<file path="src/rtl/sync_fifo_pkg.sv">
// Shared types and helpers for the sync_fifo_pro FIFO.
package sync_fifo_pkg;

  // Address width for a given depth (pointers carry one extra wrap bit).
  function automatic int ptr_w(input int depth);
    return $clog2(depth);
  endfunction

  // Returns 1 when n is a power of two.
  function automatic bit is_pow2(input int n);
    return (n > 0) && ((n & (n - 1)) == 0);
  endfunction

  typedef struct packed {
    logic full;
    logic empty;
    logic almost_full;
    logic almost_empty;
  } fifo_status_t;

endpackage

</file>
<file path="src/rtl/sync_fifo_mem.sv">
// Storage array: one synchronous write port, one asynchronous read port.
module sync_fifo_mem
  import sync_fifo_pkg::*;
#(
  parameter int DATA_WIDTH = 8,
  parameter int DEPTH      = 8
) (
  input  logic                      clk,
  input  logic                      we,
  input  logic [ptr_w(DEPTH)-1:0]   waddr,
  input  logic [DATA_WIDTH-1:0]     wdata,
  input  logic [ptr_w(DEPTH)-1:0]   raddr,
  output logic [DATA_WIDTH-1:0]     rdata
);

  logic [DATA_WIDTH-1:0] mem [DEPTH];

  // Write port; contents are intentionally not reset.
  always_ff @(posedge clk) begin
    if (we) mem[waddr] <= wdata;
  end

  assign rdata = mem[raddr];

endmodule

</file>
<file path="src/rtl/sync_fifo_pro.sv">
// Single-clock FIFO with count, programmable almost flags and sticky errors.
// Define SYNC_FIFO_PRO_FWFT_EN for first-word-fall-through read mode;
// otherwise reads are registered with one cycle of latency.
module sync_fifo_pro
  import sync_fifo_pkg::*;
#(
  parameter int DATA_WIDTH = 8,
  parameter int DEPTH      = 8,
  parameter int AF_LEVEL   = 6,
  parameter int AE_LEVEL   = 2
) (
  input  logic                        clk,
  input  logic                        rst_n,
  input  logic                        w_en,
  input  logic [DATA_WIDTH-1:0]       data_in,
  input  logic                        r_en,
  output logic [DATA_WIDTH-1:0]       data_out,
  output logic                        data_valid,
  output logic                        full,
  output logic                        empty,
  output logic                        almost_full,
  output logic                        almost_empty,
  output logic [$clog2(DEPTH):0]      count,
  output logic                        overflow,
  output logic                        underflow,
  input  logic                        err_clr
);

  localparam int PTR_W = ptr_w(DEPTH);
  localparam int CNT_W = PTR_W + 1;
  localparam logic [CNT_W-1:0] AF_C = CNT_W'(AF_LEVEL);
  localparam logic [CNT_W-1:0] AE_C = CNT_W'(AE_LEVEL);

  if (DEPTH < 2 || !is_pow2(DEPTH)) begin : g_bad_depth
    $error("sync_fifo_pro: DEPTH must be a power of two >= 2");
  end
  if (AF_LEVEL < 1 || AF_LEVEL > DEPTH) begin : g_bad_af
    $error("sync_fifo_pro: AF_LEVEL out of range 1..DEPTH");
  end
  if (AE_LEVEL < 0 || AE_LEVEL > DEPTH - 1) begin : g_bad_ae
    $error("sync_fifo_pro: AE_LEVEL out of range 0..DEPTH-1");
  end

  logic [PTR_W:0]        wr_ptr, rd_ptr;
  logic [CNT_W-1:0]      cnt;
  logic [DATA_WIDTH-1:0] rd_data;
  logic                  rd_acc, wr_acc;
  fifo_status_t          st;

  // Status decoded from registered pointers/count; MSB mismatch means wrapped.
  assign st.full         = (wr_ptr[PTR_W-1:0] == rd_ptr[PTR_W-1:0]) &&
                           (wr_ptr[PTR_W] != rd_ptr[PTR_W]);
  assign st.empty        = (wr_ptr == rd_ptr);
  assign st.almost_full  = (cnt >= AF_C);
  assign st.almost_empty = (cnt <= AE_C);

  assign full         = st.full;
  assign empty        = st.empty;
  assign almost_full  = st.almost_full;
  assign almost_empty = st.almost_empty;
  assign count        = cnt;

  // A full FIFO still takes a write when a read frees a slot this cycle.
  assign rd_acc = r_en & ~st.empty;
  assign wr_acc = w_en & (~st.full | rd_acc);

  sync_fifo_mem #(.DATA_WIDTH(DATA_WIDTH), .DEPTH(DEPTH)) u_mem (
    .clk   (clk),
    .we    (wr_acc),
    .waddr (wr_ptr[PTR_W-1:0]),
    .wdata (data_in),
    .raddr (rd_ptr[PTR_W-1:0]),
    .rdata (rd_data)
  );

  // Pointers and occupancy; power-of-two depth lets the wrap bit toggle naturally.
  always_ff @(posedge clk or negedge rst_n) begin
    if (!rst_n) begin
      wr_ptr <= '0;
      rd_ptr <= '0;
      cnt    <= '0;
    end else begin
      if (wr_acc) wr_ptr <= wr_ptr + 1'b1;
      if (rd_acc) rd_ptr <= rd_ptr + 1'b1;
      case ({wr_acc, rd_acc})
        2'b10:   cnt <= cnt + 1'b1;
        2'b01:   cnt <= cnt - 1'b1;
        default: cnt <= cnt;
      endcase
    end
  end

  // Sticky error flags; a new error in the clear cycle wins.
  always_ff @(posedge clk or negedge rst_n) begin
    if (!rst_n) begin
      overflow  <= 1'b0;
      underflow <= 1'b0;
    end else begin
      overflow  <= (w_en & ~wr_acc) | (overflow  & ~err_clr);
      underflow <= (r_en & st.empty) | (underflow & ~err_clr);
    end
  end

`ifdef SYNC_FIFO_PRO_FWFT_EN
  // Head word is presented directly; r_en acknowledges it.
  assign data_out   = rd_data;
  assign data_valid = ~st.empty;
`else
  logic [DATA_WIDTH-1:0] dout_q;
  logic                  dv_q;

  // Registered read: popped word appears the cycle after acceptance.
  always_ff @(posedge clk or negedge rst_n) begin
    if (!rst_n) begin
      dout_q <= '0;
      dv_q   <= 1'b0;
    end else begin
      dv_q <= rd_acc;
      if (rd_acc) dout_q <= rd_data;
    end
  end

  assign data_out   = dout_q;
  assign data_valid = dv_q;
`endif

endmodule

</file>
<file path="config.mk">
export PLATFORM = sky130hd
export DESIGN_NAME = sync_fifo_pro
export DESIGN_NICKNAME = d
export VERILOG_FILES = /design/src/rtl/sync_fifo_pkg.sv /design/src/rtl/sync_fifo_mem.sv /design/src/rtl/sync_fifo_pro.sv
export SDC_FILE = /design/constraint.sdc
export NUM_CORES = 1
export LEC_CHECK = 0
export CAP_MARGIN = 20
export CORE_MARGIN = 3
export CORE_UTILIZATION = 30
export CTS_CLUSTER_SIZE = 30
export DETAILED_ROUTE_END_ITERATION = 7
export PLACE_DENSITY = 0.45
export SLEW_MARGIN = 10
export SYNTH_ARGS = -nofsm -noshare
export SYNTH_HDL_FRONTEND = slang
export SYNTH_HIERARCHICAL = 1
export SYNTH_SLANG_ARGS = --single-unit
export TNS_END_PERCENT = 50
</file>
<file path="constraint.sdc">
create_clock -name clk -period 2.5 [get_ports clk]
set_input_delay 0.5 -clock clk [delete_from_list [all_inputs] [get_ports clk]]
set_output_delay 0.5 -clock clk [all_outputs]
set_load 0.02 [all_outputs]
</file>
======== After elaboration in Yosys (flattened, before gate mapping) ========
Memory sizes are Yosys's and may differ from the RTL's. A register that Yosys moved wholly into a read port is not among the register bits.
Cells that the tools add are included.
storage, ports and cells
  register bits after elaboration ......... 15
  bits in writable memories ............... 64
  input port bits ......................... 13
  word-level logic and storage cells ...... 37
  memories ................................ 1
  output and inout port bits .............. 19
memory list
  memory     depth  width  rd ports  clocked after memory_dff  wr ports  line                 text
  u_mem.mem  8      8      1         1                         1         sync_fifo_mem.sv:16  logic [DATA_WIDTH-1:0] mem [DEPTH];
cells by class
  reduce and logical (&&, ||, !) cells .... 3
  bitwise operators ....................... 13
  equal/unequal tests ..................... 5
  add/sub/neg operators ................... 4
  muxes and demuxes ....................... 3
  $lt $le $gt $ge ......................... 2
operator list
  operator             number
  $add 4x1->4 const B  3
  $pmux 4 s2           1
  $and 1x1->1          6
  $eq 4x4->1           1
  $ge 4x3->1 const B   1
  $le 4x2->1 const B   1
  $not 1->1            4
  $sub 4x1->4 const B  1
  $eq 3x3->1           1
  $or 1x1->1           3
  $eq 2x1->1 const B   1
  $eq 2x2->1 const B   1
  $mux 1               2
  $reduce_bool 2->1    1
  $logic_and 1x1->1    1
  $logic_not 1->1      1
  $ne 1x1->1           1

======== Longest topological paths before layout ========
Gate-level depths: netlist (run 1).
  depth in word-level cells ............... 8
  depth in mapped cells ................... 8
  mapped depth without buffers ............ 7

======== By module ========
The synthesis (run 1) kept the hierarchy.
modules (own cells, without submodules)
  module         sequential area each (um^2)  instances  cells an instance  area each (um^2)
  sync_fifo_mem  1921.8                       1          106                2531.2
  sync_fifo_pro  575.6                        1          115                1310.0

======== Least setup slack after synthesis (run 1) ========
No wires, ideal clock.
  path kind ............................... input to register
  start ................................... input r_en
  end ..................................... register cnt[3] (netlist: count[3])
  required time ........................... 2.367 ns
  data arrival time ....................... 2.301 ns
  path slack .............................. 0.066 ns
  path buffers ............................ 1
  cell stages on the path ................. 8
  path through ............................ clkbuf_1 nand2b_1 a41oi_1 ha_1 and3_1 or2_2 nor4b_1 a211oi_1
on the way
  longest elaborated chain between the ends .. 5
  elaborated cells on any way between the ends .. 7
  classes of those cells .................. 2 x eq/ne; 1 x mux; 3 x bitwise; 1 x reduce/logical
ends and longest elaborated chain
  item                                             line                 text
  from (decl)                                      sync_fifo_pro.sv:16  input logic r_en,
  $and 1x1->1 *                                    sync_fifo_pro.sv:64  assign rd_acc = r_en & ~st.empty;
  $or 1x1->1                                       sync_fifo_pro.sv:65  assign wr_acc = w_en & (~st.full | rd_acc);
  $and 1x1->1                                      sync_fifo_pro.sv:65
  $eq 2x1->1 or $eq 2x2->1 (tied branches)         sync_fifo_pro.sv:85  case ({wr_acc, rd_acc})
  $pmux 4 s2 or $reduce_bool 2->1 (tied branches)  --
  to (signal assigned)                             sync_fifo_pro.sv:86  2'b10: cnt <= cnt + 1'b1;
  to (signal assigned)                             sync_fifo_pro.sv:87  2'b01: cnt <= cnt - 1'b1;
  to (signal assigned)                             sync_fifo_pro.sv:88  default: cnt <= cnt;
  to (decl)                                        sync_fifo_pro.sv:45  logic [CNT_W-1:0] cnt;
Every way passes the cells marked *; elsewhere a longest branch is shown, timed or not.
A chain may end at the register's enable or synchronous reset.

======== Final worst setup path (run 1) ========
Ends and elaborated chain as after synthesis.

==> key figures, run 1 <==
Timing
  – Final min period: 2.35 ns
  – Fmax: 425 MHz
  – Rel. slew slack: between 30% and 40%
  – Max Slew Vio Count: 0
  – Worst-margin pin slew: 0.991 ns
  – Clock skew: 0.00738 ns
  – RSZ-0062 raised after global routing: false
  – Final Hold Viols: 0
  – Tcrit/Tclk final: 94.0%
  – Final setup violation count: 0

Yosys
  – Mapped Area: just under 0.004 mm2
  – Cell taking the most area after synthesis: edfxtp_1
  – Synth Flop Type: edfxtp_1
  – Yosys cell types: 49
  – Syn nets: roughly 240
  – Mapped Cells: between 200 and 250
  – Top post-synthesis cells by area: edfxtp_1, dfrtp_1, mux4_1
  – Post-synth EDFFs: 64
  – Syn avg cell area: between 15 and 20 um2
  – Yosys warns: 6
  – Synthesized flop and latch total: 87
  – Yosys top cell area share: 50.0%
  – FFs w/ async S/R, synth: roughly a quarter
  – Register area share after synthesis: 65.0%

Route
  – DRT Pass-1 Iters: 4
  – DRT Wirelength: approximately 8000 um
  – Vias per cell: between 4 and 5
  – Via count: 2139
  – DR DRC count: 0
  – DR iter-0 viols: 90
  – Wire per inst: ~17 um
  – Final ANT Viol Nets: 0

Cells and area
  – Final nets: 305
  – # diodes: 0
  – Fraction of layout cells with a size suffix above 1: between 20 and 30%
  – Final Cell Area: 0.00485 mm2
  – Synth-to-Final Area Change: 26.3%
  – Final Core Density: 39.6%

Worst setup path
  – Critical path arrival: about 2.6 ns
  – Slowest stage delay, CP: ~0.53 ns
  – Worst Setup Path Type: in2reg
  – Delay-heaviest family, CP: simple AND/OR/NAND/NOR gates
  – Worst flop-to-flop path startpoint: wr_ptr[0]
  – CP Capture Type: register
  – CP bufs+invs: 1
  – Worst Setup Start Kind: input port
  – Worst EP required: 2.71 ns
  – Worst Setup SP: r_en
  – Worst path slowest cell: clkdlybuf4s50_1
  – Critical Path Fanout Max: 4
  – Cell Chain, Critical Path: clkdlybuf4s50_1 > nand2b_1 > a41oi_2 > ha_1 > and3_1 > or2_2 > nor4b_1 > a211oi_1

Place
  – Placement Cell Area: 0.00454 mm2
  – Number of buffers added on ports: 31
  – Routability Congestion: between 0.7 and 0.8
  – Dpl hpwl: 5180 um

CTS
  – Worst-Skew Late Latency: 0.33 ns
  – Reg clk slew, reported paths: 0.06 ns
  – Worst-case clock buffer depth: 2
  – H-tree depth: 3
  – Root Buffer: clkbuf_16
  – CTS buffer count: 9
  – CTS tree: done
  – Clock sink total: 87

Status
  – Outcome: finished clean

Floorplan
  – Core area: ~0.012 mm2
  – # rows: 40
  – Full die area: 0.0142 mm2
  – Initial Util: 31.3%
  – Top Ports: 32
  – Horiz. Die Dim: 119 um
  – Die height: approximately 120 um

Pwr
  – Power density over the cells: 1240 mW/mm2
  – Total power: 6020 uW
  – Peak VDD IR: roughly 0.45 mV
  – Leakage: 0.00182 uW

Global route
  – Total GRT Usage: 11.9%
  – Initial antenna violation count: 0
  – Grt ovf: 0
  – Largest net degree at the start of global routing: 24
  – Vias in the first global route: approximately 2200
  – First-pass GRT wire length: between 10000 and 15000 um

Worst hold path
  – Worst Hold Class: reg2reg
  – Worst hold start: data_out[5]

Run
  – # Max-Cap Violations: 0
==> cell type report <==
| cell class | count | area (um2) |
|---|---|---|
| fill | 1145 | 7410 |
| sequential | 87 | 2500 |
| multi-input combinational | 114 | 1250 |
| timing repair buffer | 66 | 571 |
| clock buffer | 10 | 229 |
| tap | 168 | 210 |
| clock inverter | 6 | 62.6 |
| inverter | 9 | 33.8 |
==> placed cells by master (no fill, tap or decap), types with 2 or more instances in the layout <==
master	synthesis	layout
nor3_1	2	2
mux2_2	18	18
a211oi_1	2	2
a32oi_1	2	2
o211ai_1	2	2
clkinv_2	0	3
nand2b_1	4	4
buf_4	1	35
xnor2_1	5	5
inv_1	9	9
clkdlybuf4s50_1	0	29
dfrtp_1	23	23
edfxtp_1	64	64
nand3_1	3	3
clkbuf_16	0	9
mux4_1	15	15
a21o_1	2	2
nor2_1	12	12
o221a_2	2	2
ha_1	4	4
dlygate4sd2_1	0	2
a31oi_1	3	3
and3_1	2	2
nand2_1	8	8
o2111ai_1	2	2
nand4_1	2	2
clkinv_4	0	2
xnor2_2	3	3
==> routing by layer <==
layer | global-route usage [%] | share of wire (%)
met3 | 3.42 | 3.8
met2 | 18.8 | 47
met1 | 15.5 | 47
met5 | 0 | 0
met4 | 4.27 | 1.7
==> synth_stat cells (3+ instances only) <==
| cell | count |
|---|---|
| clkbuf_1 | 5 |
| edfxtp_1 | 64 |
| dfrtp_1 | 23 |
| mux4_1 | 15 |
| a31oi_1 | 3 |
| inv_1 | 9 |
| nand2b_1 | 4 |
| nand2_1 | 8 |
| nand3_1 | 3 |
| xnor2_1 | 5 |
| xnor2_2 | 3 |
| ha_1 | 4 |
| nor2_1 | 12 |
| mux2_2 | 18 |
==> power breakdown <==
group          leakage, uW  switching, uW  internal, uW
registers         0.000854            205          1910
clock network     0.000146            524           772
logic             0.000815           1270          1340
==> path summary, 6_finish.rpt <==
check,slack (ns),depth (start not counted),end
worst max-delay path,0.15,8,count[3]
worst min-delay path,0.50,1,data_out[5]
worst max register to register,0.20,8,count[3]
min in group asynchronous,0.54,2,count[3]
max in group asynchronous,1.68,2,data_out[3]
worst min register to register,0.50,1,data_out[5]
==> state kept, by name, indices dropped and copies added, names as in the netlist <==
name and count:
overflow 1, rd_ptr 4, underflow 1, wr_ptr 4, data_out 8, data_valid 1
count 4, u_mem/mem 64
==> timing repair <==
item,CTS,global route
pin swaps,2,0
hold buffers,0,0
cloned,0,0
endpoints found under the setup margin,2,2
gates resized for setup,2,1
buffers inserted,2,0
==> per-stage QoR <==
stage               hold WS, ns  setup slack, ns  TNS (ns)  std cells
floorplan                 0.204           0.0660         0        221
global placement          0.490           -0.213     -1.84        442
detailed placement        0.495           -0.302     -1.97        442
CTS                       0.509           0.0436         0        460
global route              0.523           0.0399         0        460
finish                    0.503            0.149         0        460
==> cells by family (layout without fill, tap and decap cells) <==
family / Yosys count / count (layout) / synth area share, %
and+or+nand+nor: 39 / 39 / 5.15
muxes: 35 / 35 / 16.4
buffers and inverters: 20 / 91 / 2.74
AOI/OAI and AO/OA: 25 / 25 / 5.54
DFF: 87 / 87 / 65.0
xor gates and xnor gates: 10 / 10 / 3.36
adders and majority gates: 5 / 5 / 1.82
No activity file was read; power rests on OpenSTA's default activity.
==> inputs of run 2 (changes only) <==
==> constraint.sdc (replaced) <==
create_clock -name clk -period 2.5 [get_ports clk]
set_input_delay 0.5 -clock clk [delete_from_list [all_inputs] [get_ports clk]]
set_output_delay 0.5 -clock clk [all_outputs]
set_load 0.1 [all_outputs]
==> key figures, run 2 (synthesized netlist as in run 1, its figures left out) <==
Status
  – Outcome: finished clean

Worst setup path
  – Worst Setup Start Kind: register
  – Worst flop-to-flop path startpoint: wr_ptr[2]
  – Worst EP required: 2.00 ns (-0.71 ns)
  – Critical path arrival: 1.87 ns (-0.69 ns)
  – Worst Setup SP: rd_ptr[3]
  – Critical Path Fanout Max: 6 (+2)
  – CP Capture Type: primary output
  – Worst Setup Path Type: reg2out

Timing
  – Final Hold Viols: 0 (unchanged)
  – Final min period: 2.37 ns (+0.0181 ns)
  – Rel. slew slack: 32.6% (-1.1 points)
  – Clock skew: 0.00596 ns (-0.00142 ns)
  – Worst-margin pin slew: 1.01 ns (+0.0160 ns)
  – RSZ-0062 raised after global routing: false
  – Max Slew Vio Count: 0 (unchanged)
  – Tcrit/Tclk final: 94.8% (+0.72 points)
  – Final setup violation count: 0 (unchanged)
  – Fmax: 422 MHz (-0.76%)
  – Slack of the critical path: 0.131 ns (-0.0181 ns)

Floorplan
  – Core area: 0.0123 mm2 (unchanged)
  – Die height: 119 um (unchanged)
  – Full die area: 0.0142 mm2 (unchanged)
  – # rows: 40 (unchanged)
  – Top Ports: 32 (unchanged)
  – Initial Util: 31.3% (unchanged)
  – Horiz. Die Dim: 119 um (unchanged)

CTS
  – CTS tree: done
  – Hold_buf cts: 0 (unchanged)
  – Reg clk slew, reported paths: 0.07 ns (about the same)
  – Root Buffer: clkbuf_16
  – H-tree depth: 3 (unchanged)
  – Clock sink total: 87 (unchanged)
  – Worst-case clock buffer depth: 2 (unchanged)
  – Worst-Skew Late Latency: 0.34 ns (about the same)
  – CTS buffer count: 9 (unchanged)

Global route
  – Largest net degree at the start of global routing: 24 (unchanged)
  – First-pass GRT wire length: 12800 um (+2.3%)
  – Vias in the first global route: 2125 (-3.8%)
  – Initial antenna violation count: 0 (unchanged)
  – Grt ovf: 0 (unchanged)
  – Total GRT Usage: 12.1% (+0.22 points)

Route
  – Via count: 2131 (-0.37%)
  – DR iter-0 viols: 95 (+5.6%)
  – DRT Wirelength: 8100 um (+2.7%)
  – DR DRC count: 0 (unchanged)
  – DRT Pass-1 Iters: 4 (unchanged)
  – Final ANT Viol Nets: 0 (unchanged)
  – Wire per inst: 18.1 um (+5.7%)
  – Vias per cell: 4.77 (+2.5%)

Cells and area
  – Filler Cells Inserted: 1138 (-0.61%)
  – Fraction of layout cells with a size suffix above 1: 32.3% (+4.9 points)
  – Synth-to-Final Area Change: 23.1%
  – Most common cell after layout, fill and taps aside: edfxtp_1
  – Reg area: 0.00250 mm2 (unchanged)
  – Max reg flops: 64 (unchanged)
  – # diodes: 0 (unchanged)
  – Multi-input gate area: 0.00126 mm2 (+1.1%)
  – Commonest cells after routing, fill and taps aside: edfxtp_1, buf_4, dfrtp_1, mux2_2, mux4_1
  – Final nets: 292 (-4.3%)
  – Largest register by flop count: u_mem/mem

Place
  – Number of buffers added on ports: 31 (unchanged)
  – Dpl hpwl: 5130 um (-0.92%)
  – Setup WS pre-CTS: -0.331 ns (-0.0288 ns)
  – Routability Congestion: 0.674 (-5.8%)

Run
  – # Max-Cap Violations: 0 (unchanged)

Worst hold path
  – Worst Hold Class: reg2reg
  – Worst hold start: overflow
[run 2: cell count changes in the layout (fill, tap and decap cells not counted), sizes merged]
| cell | change |
|---|---|
| dlygate4sd2 | -2 |
| buf | +6 |
| clkbuf | -1 |
| clkdlybuf4s50 | -17 |
| bufinv | -1 |
| inv | +2 |
[run 2: worst paths after layout]
| path | to | slack, ns | cells after the start |
|---|---|---|---|
| worst max-delay path | empty | 0.13 | 5 |
| worst min-delay path | overflow | 0.50 | 1 |
| worst max register to register | count[3] | 0.22 | 7 |
| worst min register to register | overflow | 0.50 | 1 |
| max in group asynchronous | data_out[1] | 1.72 | 2 |
| min in group asynchronous | count[3] | 0.53 | 2 |
[run 2: critical path: stages, from the launching register on]
cell and delay (ns):
dfrtp_1 0.46, xnor2_4 0.28, buf_4 0.19, nand4_2 0.23
inv_4 0.19, buf_12 0.18
[run 2: stage by stage]
step	cells	area [um2]	hold WS, ns	TNS [ns]	utilization (%)
after floorplan	221	3850	0.204	-0.228	-
after global placement	431	4440	0.480	-4.10	36.2
after detailed placement	431	4440	0.497	-4.56	36.2
after CTS	447	4710	0.511	0	38.4
after global routing	447	4730	0.525	0	38.6
final	447	4730	0.503	0	38.6
[run 2: timing repair]
action                                 4_1_cts  5_1_grt
endpoints found under the hold margin        0        0
setup endpoints to repair                    1        2
buffers inserted                             0        0
resized for setup                            1        3
[run 2: layout make-up]
| class | count | area share, % |
|---|---|---|
| Sequential cell | 87 | 52.8 |
| Inverter | 9 | 0.767 |
| Multi-Input combinational cell | 114 | 26.6 |
| Tap cell | 168 | 4.44 |
| Clock buffer | 9 | 4.76 |
| Clock inverter | 7 | 1.01 |
| Timing Repair Buffer | 53 | 9.58 |
[run 2: per-layer routing]
| metal | global-route usage (%) | wire, um | vias up | share of wire (%) |
|---|---|---|---|---|
| met3 | 2.33 | 245 | 10 | 3.0 |
| met5 | 0 | 0 | - | 0 |
| li1 | - | - | 995 | - |
| met4 | 5.00 | 140 | 0 | 1.7 |
| met1 | 17.3 | 3960 | 1085 | 49 |
| met2 | 18.0 | 3750 | 41 | 46 |
Power of run 2 is left out: the tool's default activity adds up to more than one toggle a clock period on the data nets, which glitch-free logic cannot reach.
==> RTL change 1, RTL diff (config.mk and constraints of run 1) <==
`DEPTH` is set to 8 in 2 places; all go to 16.
--- a/src/rtl/sync_fifo_mem.sv
+++ b/src/rtl/sync_fifo_mem.sv
@@ -5,3 +5,3 @@
   parameter int DATA_WIDTH = 8,
-  parameter int DEPTH      = 8
+  parameter int DEPTH      = 16
 ) (
--- a/src/rtl/sync_fifo_pro.sv
+++ b/src/rtl/sync_fifo_pro.sv
@@ -7,3 +7,3 @@
   parameter int DATA_WIDTH = 8,
-  parameter int DEPTH      = 8,
+  parameter int DEPTH      = 16,
   parameter int AF_LEVEL   = 6,
Ports: changed (resized count); port bits go from 32 to 33. No check against the original RTL was run, so the function may have changed too.
==> RTL change 1 against run 1 <==
Cell area is 61% higher; setup slack lost 0.13 ns; wire length is 66% higher; global-route usage up 0.59 points; power increased by 55%; synthesized area grew 62%; clock skew increased by 0.0028 ns; sequential cell count grew 67; critical endpoint is now count[4]$_DFFE_PN0P_.
==> RTL change 1: results (changes against run 1) <==
status complete, no violations; Seq area share 0.5751 (+0.06010); Final #Nets 423 (+39%); top post-synthesis cells by area edfxtp_1, dfrtp_1, mux4_2, mux4_1, mux2_2; Largest register FFs 128 (+100%); number of global-route vias before repair 3288 (+49%); Post-synth ARST share 0.1688 (-0.09554); total CTS buffers 17 (+8); data arrival time of the critical path 2.83 ns (+0.27 ns); clk tree area frac 0.07746 (+0.01735); EDFF count, synth 128 (+100%); static leakage 0.002783 uW (+53%); largest net degree at the start of global routing 36 (+50%); Via density 4.681 (+0.66%); Max rail drop VDD 0.4570 mV (+2.5%); slowest cell on the critical path dfrtp_1; Setup crit end count[4]$_DFFE_PN0P_; Iter 0 DRT Violations 200 (+120%); nonclk buf count 84 (+27%); htree depth 4 (+1); worst reg-to-reg path cell count 10 (+2); post-CTS sizing 6 (+4); register area share after synthesis 0.7230 (+0.07286); WL/cell 19.09 um (+11%); CTS Sinks 154 (+77%); RePlAce Congestion 0.7710 (+7.9%); multi-input combinational area share 0.2117 (-0.04522); inverters 2 (-7); Synth cell types 37 (-24%); Fillers 1882 (+64%); min-delay worst type primary input to async pin; syn_nets 331 (+38%); Layout non-clock buf frac 0.09155 (-0.02610); layout cells sized above 1 0.2909 (+0.01689); Post-Synth XOR/XNOR Area 0.02395 (-0.009597); clock buffer count 18 (+8)
==> RTL change 1: power by group <==
group | switching, uW | internal [uW]
combinational | 1670 | 1560
clock | 998 | 1660
sequential | 211 | 3230
total | 2880 | 6450
==> RTL change 1: metrics by stage <==
stage / utilization / instance area [um^2] / hold slack (ns) / setup WS, ns / cells
2_1_floorplan: - / 6230 / 0.2044 / 0.02729 / 312
3_3_place_gp: 0.3521 / 7148 / 0.4839 / -0.1120 / 650
3_5_place_dp: 0.3521 / 7148 / 0.4924 / -0.1389 / 650
4_1_cts: 0.3834 / 7784 / 0.4510 / -0.02299 / 683
5_1_grt: 0.3851 / 7818 / 0.4744 / -0.1230 / 686
6_report: 0.3851 / 7818 / 0.4565 / 0.01914 / 686
==> RTL change 1: metal layers <==
metal / GRT usage / up-vias / part of all wire
li1: - / 1459 / -
met2: 0.1901 / 57 / 0.48
met5: 0 / - / 0
met3: 0.03452 / 12 / 0.038
met4: 0.04392 / 0 / 0.011
met1: 0.1712 / 1683 / 0.47
==> RTL change 2, RTL diff (config.mk and constraints of run 1) <==
Without the edit above. Put one more register stage on the output `count`, with the module's reset. The value now appears one clock later. The other outputs are not delayed to match. Comments in the files are not updated.
--- a/src/rtl/sync_fifo_pro.sv
+++ b/src/rtl/sync_fifo_pro.sv
@@ -60,3 +60,9 @@
   assign almost_empty = st.almost_empty;
-  assign count        = cnt;
+  always_ff @(posedge clk or negedge rst_n) begin
+    if (!rst_n) begin
+      count <= '0;
+    end else begin
+      count <= cnt;
+    end
+  end
 
Function: changed (a bounded check fails within 4 cycles, from zero or initial values and one cycle with rst_n low).
==> RTL change 2 against run 1 <==
Sequential cell count up 4; maximum frequency decreased by 0.18%; sequential power is 5% higher; power rose by 1.7%; cell area increased by 2.2%; wire length increased by 2.3%; sequential share of layout area is 0.90 points higher; clock skew grew 0.0011 ns; synthesized area rose by 2.6%; setup slack lost 0.0043 ns.
==> RTL change 2: results (changes against run 1) <==
status complete, no violations; CP startpoint rd_ptr[0]$_DFFE_PN0P_; Final #Nets 311 (+2.0%); met1 Usage GRT 0.1584 (+0.003130); slowest cell on the critical path dfrtp_1; largest net degree at the start of global routing 28 (+17%); routed wl met2 3921 um (+5.0%); power after layout 6126 uW (+1.7%); met2 Track Usage GR 0.1893 (+0.001746); static leakage 0.001872 uW (+3.1%); RePlAce Congestion 0.7567 (+5.9%); synth cell count leaders edfxtp_1, dfrtp_1, mux2_2; dpl ws -0.2658 ns (+0.03654 ns); crit-path leading delay family buffers and inverters; Via density 4.574 (-1.6%); Placed Cells 453 (+2.5%); met1 wire length 3797 um (+2.1%); GRT met3 Usage 0.03227 (-0.001915); worst reg-to-reg path cell count 7 (-1); syn_nets 243 (+1.7%); min-delay src overflow$_DFF_PN0_; Layout Cells excl Fill 470 (+2.2%); Post-Syn Area per Cell 17.52 um^2 (+0.78%); Worst Max-Slew Pin Slew 1.000 ns (+0.009723 ns); top post-synthesis cells by area edfxtp_1, dfrtp_1, mux4_1, mux2_2, ha_1; Setup crit end full; post-placement cell area 4666 um^2 (+2.8%); Max rail drop VDD 0.4773 mV (+7.0%); Iter 0 DRT Violations 113 (+26%); data arrival time of the critical path 1.86 ns (-0.70 ns)
RTL change 2: changes by cell type after synthesis:
cell     before  now
dfrtp_1      23   27
RTL change 2: logic make-up (layout without fill, tap and decap cells):
kind of cell,after synthesis,in the layout,share of synthesized area
flip-flops,91,91,0.6590
AND/OR/NAND/NOR,39,39,0.05016
multiplexers,35,35,0.1597
AO/OA/AOI/OAI,25,25,0.05396
buffers and inverters,20,93,0.02667
XOR/XNOR,10,10,0.03270
adder cells (fa/ha/maj),5,5,0.01778
RTL change 2: cell type report:
class	count	area (um^2)
inverters	9	33.78
well taps	172	215.2
fillers	1248	7765
clock inverters	7	50.05
multi-input cells	114	1246
repair buffers	68	589.3
flip-flops and latches	91	2597
clock buffers	9	225.2
RTL change 2: what timing repair did:
| item | 4_1_cts | 5_1_grt |
|---|---|---|
| resized for setup | 1 | 2 |
| gates cloned | 0 | 0 |
| endpoints found under the setup margin | 1 | 3 |
| pin swaps | 1 | 1 |
| buffers inserted | 1 | 0 |
